===== src/rtl/v_divider_5.sv =====
// Radix-2 restoring divider that back-solves a multiply-add: Q = (RES - C) / B, REM = (RES - C) % B.
// One quotient bit per clock under a START/DONE handshake; error cases finish right after PREP.
module v_divider_5 #(
    parameter int W = 8
) (
    input  logic             clk,
    input  logic             rst,
    input  logic             START,
    input  logic [2*W-1:0]   RES,
    input  logic [W-1:0]     C,
    input  logic [W-1:0]     B,
    output logic             BUSY,
    output logic             DONE,
    output logic [2*W-1:0]   Q,
    output logic [W-1:0]     REM,
    output logic             DIV0,
    output logic             UFLOW
);

    localparam int CW = $clog2(2*W);

    typedef enum logic [1:0] {
        S_IDLE = 2'd0,
        S_PREP = 2'd1,
        S_ITER = 2'd2
    } state_t;

    state_t            r_state;
    logic [2*W-1:0]    r_res;
    logic [W-1:0]      r_c;
    logic [W-1:0]      r_b;
    logic [W-1:0]      r_prem;
    logic [2*W-1:0]    r_sr;
    logic [CW-1:0]     r_cnt;
    logic              r_busy;
    logic              r_done;
    logic [2*W-1:0]    r_q;
    logic [W-1:0]      r_rem;
    logic              r_div0;
    logic              r_uflow;

    logic [2*W:0]      w_diff;
    logic              w_borrow;
    logic              w_bzero;
    logic [W:0]        w_shift;
    logic              w_ge;
    logic [W-1:0]      w_prem_nxt;
    logic [2*W-1:0]    w_sr_nxt;

    // Dividend preparation and one restoring step; the shift register carries
    // dividend bits out of the MSB while quotient bits enter at the LSB.
    always_comb begin
        w_diff   = {1'b0, r_res} - {{(W+1){1'b0}}, r_c};
        w_borrow = w_diff[2*W];
        w_bzero  = (r_b == {W{1'b0}});
        w_shift  = {r_prem, r_sr[2*W-1]};
        w_ge     = (w_shift >= {1'b0, r_b});
        if (w_ge) begin
            w_prem_nxt = w_shift[W-1:0] - r_b;
        end else begin
            w_prem_nxt = w_shift[W-1:0];
        end
        w_sr_nxt = {r_sr[2*W-2:0], w_ge};
    end

    // Control FSM, operand capture, iteration datapath and registered results.
    always_ff @(posedge clk) begin
        if (rst) begin
            r_state <= S_IDLE;
            r_res   <= {(2*W){1'b0}};
            r_c     <= {W{1'b0}};
            r_b     <= {W{1'b0}};
            r_prem  <= {W{1'b0}};
            r_sr    <= {(2*W){1'b0}};
            r_cnt   <= {CW{1'b0}};
            r_busy  <= 1'b0;
            r_done  <= 1'b0;
            r_q     <= {(2*W){1'b0}};
            r_rem   <= {W{1'b0}};
            r_div0  <= 1'b0;
            r_uflow <= 1'b0;
        end else begin
            r_done <= 1'b0;
            case (r_state)
                S_IDLE: begin
                    if (START) begin
                        r_res   <= RES;
                        r_c     <= C;
                        r_b     <= B;
                        r_busy  <= 1'b1;
                        r_state <= S_PREP;
                    end else begin
                        r_state <= S_IDLE;
                    end
                end
                S_PREP: begin
                    if (w_bzero || w_borrow) begin
                        r_q     <= {(2*W){1'b1}};
                        r_rem   <= {W{1'b0}};
                        r_div0  <= w_bzero;
                        r_uflow <= w_borrow;
                        r_done  <= 1'b1;
                        r_busy  <= 1'b0;
                        r_state <= S_IDLE;
                    end else begin
                        r_prem  <= {W{1'b0}};
                        r_sr    <= w_diff[2*W-1:0];
                        r_cnt   <= CW'(2*W-1);
                        r_state <= S_ITER;
                    end
                end
                S_ITER: begin
                    r_prem <= w_prem_nxt;
                    r_sr   <= w_sr_nxt;
                    r_cnt  <= r_cnt - 1'b1;
                    if (r_cnt == {CW{1'b0}}) begin
                        r_q     <= w_sr_nxt;
                        r_rem   <= w_prem_nxt;
                        r_div0  <= 1'b0;
                        r_uflow <= 1'b0;
                        r_done  <= 1'b1;
                        r_busy  <= 1'b0;
                        r_state <= S_IDLE;
                    end else begin
                        r_state <= S_ITER;
                    end
                end
                default: begin
                    r_busy  <= 1'b0;
                    r_state <= S_IDLE;
                end
            endcase
        end
    end

    assign BUSY  = r_busy;
    assign DONE  = r_done;
    assign Q     = r_q;
    assign REM   = r_rem;
    assign DIV0  = r_div0;
    assign UFLOW = r_uflow;

endmodule


===== config.mk =====
export PLATFORM = sky130hd
export DESIGN_NAME = v_divider_5
export DESIGN_NICKNAME = d
export VERILOG_FILES = /design/src/rtl/v_divider_5.sv
export SDC_FILE = /design/constraint.sdc
export NUM_CORES = 1
export LEC_CHECK = 0
export BUFFER_PORTS_ARGS = -buffer_cell sky130_fd_sc_hd__clkbuf_2
export CORE_ASPECT_RATIO = 0.6
export CORE_UTILIZATION = 30
export DETAILED_ROUTE_END_ITERATION = 8
export PLACE_DENSITY = 0.47
export SYNTH_ARGS = -nofsm -noshare
export SYNTH_HDL_FRONTEND = slang
export SYNTH_SLANG_ARGS = --single-unit

===== constraint.sdc =====
create_clock -name clk -period 5.85 [get_ports clk]
set_input_delay 0.2925 -clock clk [delete_from_list [all_inputs] [get_ports clk]]
set_output_delay 0.2925 -clock clk [all_outputs]
set_load 0.005 [all_outputs]

==> qor.yml, run 1 <==
run_status: "complete, no violations"
ios: 63
clock_sinks: 90
drv_cap: 0
clockBufferDepth: 2
path_common_cell: "inv_1"
ff_latch_area_sq_um: 1802
antenna_found_initial: 0
final-max-slew-violation-count: 0
synth_top_cell_by_area: "dfxtp_1"
htreeDepth: 3
power.leakage_uw: 0.002109
required_ps: 6110
rows: 34
yosysWarningCount: 0
drtIter0Drc: 251
cts_root_buffer: "clkbuf_16"
syn2layout_area_growth_pct: 16.69
synth-seq-cells: 90
final_nets: 664
synth.top_cell.area_share: 0.3902
die_y_um: 98.09
wl_per_cell_um: 15.36
portBuffers: 62
grtUsageTotal: 0.1668
die_w_um: 162.2
dp_slack_ps: 2940
cpMaxStageDelayCell: "buf_4"
cts.clk_slew.worst_paths_ps: 70
cts_resized: 0
gp_congestion: 0.8449
cts_made_buffers: 9
grt_use_met2: 0.2361
worst_slew_pin_slew_ps: 1094
grt_pass1_wl_um: 20780
core-area_sq_um: 14760
yosysUniqueCellTypes: 54
grtUsageMet3: 0.03993
cts_hold_buf: 0
grt_max_degree: 54
drive_above_1_share: 0.1546
critPathArrivalTime_ps: 3220
hp-class: "primary input to flop"
synthCells: 562
overflow: 0
n_antenna_cell: 0
wl_um: 12380
synth_nets: 620
min_period_ps: 2959
start_util: 0.3128
slew_headroom: 0.2688
max_freq_ghz: 0.3380
die_area_sq_um: 15910
rsz0062_at_grt: "false"
synthFlopType: "dfxtp_1"
top_usage_layer: "met1"
grt_pass1_vias: 3968
setup_viol: 0
via_count: 3997
fin_ws_ps: 2891
path_class: "flop to flop"
multi_input_area_sq_um: 2522
async_reset_ff_frac: 0
postCtsSetupRepairBufs: 0
cts_tree: "built"
avgSynthCellArea_sq_um: 8.215
dr.pass1.iters: 4
final_cell_mix: "92 x nand2_1, 90 x dfxtp_1, 61 x clkbuf_2"
crit_fanout: 42
ant_nets: 0
finClkSkew_ps: 11.18
yosys-top-cells-area: "dfxtp_1 39%, nand2_1 7.5%, a21oi_1 6.1%"
synth_edf_count: 0
final_common_cell: "nand2_1"
syn_area_sq_um: 4617
tns_ps: 0
post-route-period-util: 0.5058
max_stage_delay_ps: 440
timing.critical_path.cells: "inv_1 > ha_1 > inv_1 > fa_1 > a211oi_1 > o211ai_1 > a21o_1 > a31oi_4 > buf_4 > nand2b_1 > o22ai_1"
clock_latency_ps: 340
ir_worst_vdd_mv: 0.1452
nFillCells: 1560
dp_hpwl_um: 9198
powerDensity_nw_per_um2: 339.0
seq_area_frac_synth: 0.3902
drc: 0
worst_setup_path_start_kind: "flop"
via_per_inst: 4.959
hold_viol: 0
end_kind: "flop"
met1_usage: 0.2514
## final timing paths
| path | to | cells after the start | from | slack [ps] |
|---|---|---|---|---|
| worst max-delay path | REM[2]$_SDFFE_PP0P_ | 11 | r_res[0]$_SDFFE_PP0P_ | 2890 |
| worst min-delay path | r_res[1]$_SDFFE_PP0P_ | 3 | RES[1] | 170 |
| worst max register to register | REM[2]$_SDFFE_PP0P_ | 11 | r_res[0]$_SDFFE_PP0P_ | 2890 |
| worst min register to register | r_sr[14]$_SDFFE_PP0P_ | 2 | r_sr[14]$_SDFFE_PP0P_ | 450 |
## synth_stat cells, types with 9 or more instances
| cell | instances |
|---|---|
| nand2_1 | 92 |
| dfxtp_1 | 90 |
| a21oi_1 | 56 |
| nor2_1 | 50 |
| inv_1 | 39 |
| clkbuf_1 | 25 |
| ha_1 | 21 |
| a211oi_1 | 20 |
| nand2b_1 | 20 |
| mux2i_1 | 11 |
| xor2_1 | 10 |
| o211ai_1 | 9 |
## registers in the layout, indices dropped and copies added, names as in the netlist
register / cells
Q: 16
r_res: 16
r_sr: 16
REM: 8
r_b: 8
r_c: 8
r_prem: 8
r_cnt: 4
r_state: 2
BUSY: 1
DIV0: 1
DONE: 1
UFLOW: 1
## logic make-up after synthesis
logic type | share of synthesized area
AO/OA/AOI/OAI | 0.2260
XOR/XNOR | 0.02656
adder cells (fa/ha/maj) | 0.06558
buffers and inverters | 0.06396
flip-flops | 0.3902
multiplexers | 0.02385
AND/OR/NAND/NOR | 0.2038
## report_power, final
part | internal [uW] | total (uW) | switching (uW)
Combinational | 178 | 454 | 276
Clock | 422 | 661 | 239
Sequential | 672 | 712 | 39.8
## layout make-up
cell class                 count  share of cell area
multi-input combinational    400              0.4682
sequential                    90              0.3344
timing repair buffer          66             0.06317
tap                          198             0.04598
clock buffer                  10             0.04436
inverter                      39             0.02717
clock inverter                 3             0.01672
## routing by layer
| layer | vias up | wire length [um] |
|---|---|---|
| li1 | 2055 | - |
| met1 | 1863 | 6964 |
| met2 | 68 | 4796 |
| met3 | 11 | 507 |
| met4 | 0 | 116 |
| met5 | - | 0 |
## worst max-delay path: cells and delay by family (launching register included)
family / cells / cell delay [ps]
AO/OA/AOI/OAI: 5 / 1220
buffers and inverters: 3 / 550
flip-flops: 1 / 310
adder cells (fa/ha/maj): 2 / 580
AND/OR/NAND/NOR: 1 / 200
## per-stage QoR
stage	hold WS [ps]	std cells	instance area, sq um	power [uW]	util
floorplan	428.5	562	4617	1053	-
global placement	438.9	793	5059	1174	0.3427
detailed placement	448.7	793	5059	1178	0.3427
CTS	158.6	806	5388	1846	0.3650
global route	172.6	806	5388	1929	0.3650
finish	169.4	806	5388	1827	0.3650
No activity file was read; power rests on OpenSTA's default activity.
==> run 2, diff against run 1 <==
==> constraint.sdc (replaced) <==
create_clock -name clk -period 3.1 [get_ports clk]
set_input_delay 0.155 -clock clk [delete_from_list [all_inputs] [get_ports clk]]
set_output_delay 0.155 -clock clk [all_outputs]
set_load 0.005 [all_outputs]
==> run 2 against run 1 <==
  * Hold slack worse by 140 ps
  * Flip-flop and latch count unchanged
  * Count of clock-buffer cells in the layout increased by 1
  * Sequential share of layout area shrank 0.50 points
  * Routed wire length is 3.9% higher
  * Critical endpoint is now REM[3]$_SDFFE_PP0P_
  * Critical path depth rose by 1
  * Core utilization grew 0.56 points
  * Largest cell class unchanged
==> qor.yml, run 2 (synthesis gave the netlist of run 1 again) <==
stdcell_count: 818
grt_max_degree: 43
syn2layout_area_growth_pct: 18.48
run_status: "complete, no violations"
required_ps: 3360
n_antenna_cell: 0
core-area_sq_um: 14760
wl_per_cell_um: 15.72
hp-class: "primary input to flop"
rrSetupSlack_ps: 270
portBuffers: 62
worst_setup_path_start_kind: "flop"
antenna_found_initial: 0
powerDensity_nw_per_um2: 624.2
clockBufferDepth: 2
clock_sinks: 90
critPathArrivalTime_ps: 3090
dp_hpwl_um: 9581
place_inst: 803
gp_congestion: 0.8600
grtUsageTotal: 0.1693
setup_viol: 0
drtIter0Drc: 283
final_nets: 674
via_per_inst: 5.084
cts_root_buffer: "clkbuf_16"
die_y_um: 98.09
grt_pass1_wl_um: 21020
crit_fanout: 42
path_class: "flop to flop"
drc: 0
die_w_um: 162.2
final-max-slew-violation-count: 0
ir_worst_vdd_mv: 0.2597
rows: 34
htreeDepth: 3
rsz0062_at_grt: "false"
ios: 63
final_cell_mix: "92 x nand2_1, 90 x dfxtp_1, 61 x clkbuf_2"
drive_above_1_share: 0.1710
power.leakage_uw: 0.002154
die_area_sq_um: 15910
hold_viol: 0
nFillCells: 1517
min_period_ps: 2827
post-route-period-util: 0.9119
cts_tree: "built"
finClkSkew_ps: 6.348
tns_ps: 0
final_common_cell: "nand2_1"
worst_slew_pin_slew_ps: 901.2
ant_nets: 0
clock_latency_ps: 340
dr.pass1.iters: 4
max_freq_ghz: 0.3537
wl_um: 12860
start_util: 0.3128
cts_hold_buf: 0
via_count: 4159
grt_pass1_vias: 3956
end_kind: "flop"
cts_made_buffers: 9
cts.clk_slew.worst_paths_ps: 70
overflow: 0
postCtsSetupRepairBufs: 0
slew_headroom: 0.3936
drv_cap: 0
[run 2: changes by cell type in the layout (fill, tap and decap cells not counted)]
cell,previous run,this run
buf_4,4,13
or2_2,2,3
clkinvlp_4,0,1
bufinv_16,3,2
or2_1,1,0
clkinv_4,0,1
nor2_2,1,0
clkbuf_1,0,1
nor2_4,0,1
buf_12,0,1
[run 2: power by group]
| group | internal, uW | switching (uW) | total [uW] |
|---|---|---|---|
| Clock | 726 | 457 | 1180 |
| Sequential | 1270 | 73.4 | 1340 |
| Combinational | 357 | 533 | 890 |
| Total | 2350 | 1060 | 3410 |
[run 2: layer usage]
layer / vias to the layer above / global-route usage / part of all wire
li1: 2072 / - / -
met2: 112 / 0.2298 / 0.39
met1: 1963 / 0.2647 / 0.55
met5: - / 0 / 0
met3: 12 / 0.03823 / 0.054
met4: 0 / 0.03556 / 0.0096
[run 2: final timing paths]
check                   startpoint               endpoint  cells after the start
max          r_res[0]$_SDFFE_PP0P_    REM[3]$_SDFFE_PP0P_                     12
max reg2reg  r_res[0]$_SDFFE_PP0P_    REM[3]$_SDFFE_PP0P_                     12
min reg2reg  r_sr[12]$_SDFFE_PP0P_  r_sr[12]$_SDFFE_PP0P_                      2
min                           C[1]    r_c[1]$_SDFFE_PP0P_                      3
[run 2: area by class of cell]
class | count | area (sq um) | share of cell area
Multi-Input combinational cell | 400 | 2527 | 0.4620
Sequential cell | 90 | 1802 | 0.3294
Timing Repair Buffer | 76 | 427.9 | 0.07822
Tap cell | 198 | 247.7 | 0.04529
Clock buffer | 11 | 242.7 | 0.04437
Inverter | 39 | 146.4 | 0.02676
Clock inverter | 4 | 76.32 | 0.01395
[run 2: per-stage QoR]
stage / power, uW / setup WS (ps) / util / instance area [sq um] / hold slack [ps]
detailed placement: 2251 / 253.9 / 0.3486 / 5146 / 391.2
finish: 3415 / 273.0 / 0.3706 / 5470 / 33.23
global placement: 2240 / 359.8 / 0.3486 / 5146 / 386.9
floorplan: 1988 / 711.1 / - / 4617 / 291.0
CTS: 3444 / 241.5 / 0.3702 / 5465 / 26.76
global route: 3619 / 57.67 / 0.3706 / 5470 / 35.02
[run 2: repair_timing]
| action | in CTS | in global routing |
|---|---|---|
| endpoints found under the hold margin | 0 | 0 |
| setup endpoints to repair | 0 | 2 |
| resized for setup | 0 | 2 |
[run 2: worst max-delay path, cell delays in order, from the launching register on]
cell      delay, ps
dfxtp_1         310
inv_1            60
ha_1            170
inv_1            60
fa_1            420
a211oi_1        300
o211ai_1        180
buf_4           190
a21o_1          230
a31oi_4         230
buf_12          250
nand2b_1        150
o22ai_1         190
==> run 3, diff against run 2 <==
--- a/config.mk
+++ b/config.mk
@@ -10,6 +10,7 @@
 export CORE_UTILIZATION = 30
 export DETAILED_ROUTE_END_ITERATION = 8
 export PLACE_DENSITY = 0.47
+export RECOVER_POWER = 25
 export SYNTH_ARGS = -nofsm -noshare
 export SYNTH_HDL_FRONTEND = slang
 export SYNTH_SLANG_ARGS = --single-unit
==> run 3 against run 2 <==
  * The flow now finishes with violations (max-capacitance violations, max-slew violations)
  * Global-route usage stayed put
  * Clock skew hardly changed
  * Fmax down 0.16%
  * Core utilization decreased by 0.12 points
  * Design area shrank 0.32%
  * Cell count unchanged
  * Total power hardly changed
  * Register-to-register slack about the same
  * Non-clock buffer count unchanged
  * Count of clock-buffer cells in the layout unchanged
  * Critical path type unchanged
  * Largest power group unchanged
==> qor.yml, run 3 (synthesis gave the netlist of run 1 again) <==
power.leakage_uw: 0.002114
wl_per_cell_um: 15.76
post-route-period-util: 0.9134
dr.pass1.iters: 4
cts_resized: 0
run_status: "finished with violations"
grt_pass1_wl_um: 21020
clockBufferDepth: 2
cts.clk_slew.worst_paths_ps: 70
hold_viol: 0
portBuffers: 62
slew_headroom: -0.0002025
final_util: 0.3694
postCtsSetupRepairBufs: 0
die_w_um: 162.2
violations: "max-capacitance violations, max-slew violations"
required_ps: 3360
whs_path_depth: 3
r2r-end: "REM[3]$_SDFFE_PP0P_"
min_period_ps: 2832
end_kind: "flop"
path_class: "flop to flop"
drtIter0Drc: 281
die_y_um: 98.09
fin_ws_ps: 268.5
ios: 63
finClkSkew_ps: 6.606
grt_max_degree: 43
nFillCells: 1523
clock_latency_ps: 340
reg2regPathDepth: 12
clock_sinks: 90
antenna_found_initial: 0
worst_slew_pin_slew_ps: 1500
setup_viol: 0
drc: 0
worst_setup_path_start_kind: "flop"
final-max-slew-violation-count: 19
dp_hpwl_um: 9581
tns_ps: 0
cts_tree: "built"
cts_hold_buf: 0
core-area_sq_um: 14760
gp_congestion: 0.8600
critPathArrivalTime_ps: 3100
ant_nets: 0
cts_made_buffers: 9
overflow: 0
crit_path_start: "r_res[0]$_SDFFE_PP0P_"
drive_above_1_share: 0.1516
syn2layout_area_growth_pct: 18.10
n_antenna_cell: 0
final_common_cell: "nand2_1"
grtUsageTotal: 0.1693
cts_root_buffer: "clkbuf_16"
hp-class: "primary input to flop"
final_nets: 674
powerDensity_nw_per_um2: 625.8
crit_fanout: 42
rows: 34
drv_cap: 1
htreeDepth: 3
start_util: 0.3128
grt_pass1_vias: 3956
ir_worst_vdd_mv: 0.2596
via_count: 4163
final_cell_mix: "92 x nand2_1, 90 x dfxtp_1, 56 x a21oi_1"
via_per_inst: 5.089
wl_um: 12890
rrSetupSlack_ps: 270
rsz0062_at_grt: "false"
dp_slack_ps: 253.9
cp-endpoint: "REM[3]$_SDFFE_PP0P_"
die_area_sq_um: 15910
max_freq_ghz: 0.3532
r2r_start: "r_res[0]$_SDFFE_PP0P_"
==> run 3: worst max-delay path: stages, from the launching register on <==
cell,delay (ps)
dfxtp_1,310
inv_1,60
ha_1,170
inv_1,60
fa_1,420
a211oi_1,300
o211ai_1,180
buf_4,190
a21o_1,230
a31oi_4,230
buf_12,250
nand2b_1,150
o22ai_1,190
==> run 3: layer usage <==
layer | global-route usage | part of all wire | vias up | routed length (um)
met5 | 0 | 0 | - | 0
met4 | 0.03556 | 0.0071 | 0 | 92
met3 | 0.03823 | 0.051 | 10 | 654
met2 | 0.2298 | 0.39 | 113 | 5027
met1 | 0.2647 | 0.55 | 1970 | 7115
li1 | - | - | 2070 | -
==> run 3: final cells by class <==
cell class	count	area [sq um]	share of cell area
timing repair buffer	76	410.4	0.07526
inverter	39	146.4	0.02685
clock buffer	11	242.7	0.04452
sequential	90	1802	0.3304
clock inverter	4	76.32	0.01400
tap	198	247.7	0.04543
multi-input combinational	400	2527	0.4635
==> run 3: how the worst min path moves through the flow <==
stage,start,to
floorplan,C[1],r_c[1]$_SDFFE_PP0P_
global placement,C[1],r_c[1]$_SDFFE_PP0P_
detailed placement,RES[1],r_res[1]$_SDFFE_PP0P_
CTS,C[1],r_c[1]$_SDFFE_PP0P_
global route,RES[6],r_res[6]$_SDFFE_PP0P_
finish,C[1],r_c[1]$_SDFFE_PP0P_
==> run 3: per-stage QoR <==
stage | std cells | cell area, sq um | total power, uW | hold WS (ps)
2_1_floorplan | 562 | 4617 | 1988 | 291.0
3_3_place_gp | 803 | 5146 | 2240 | 386.9
3_5_place_dp | 803 | 5146 | 2251 | 391.2
4_1_cts | 818 | 5465 | 3444 | 26.76
5_1_grt | 818 | 5453 | 3614 | 35.02
6_report | 818 | 5453 | 3412 | 32.71
==> run 3: power by group <==
part | internal (uW) | switching [uW]
sequential | 1270 | 73.2
combinational | 352 | 534
clock | 726 | 459
total | 2350 | 1070
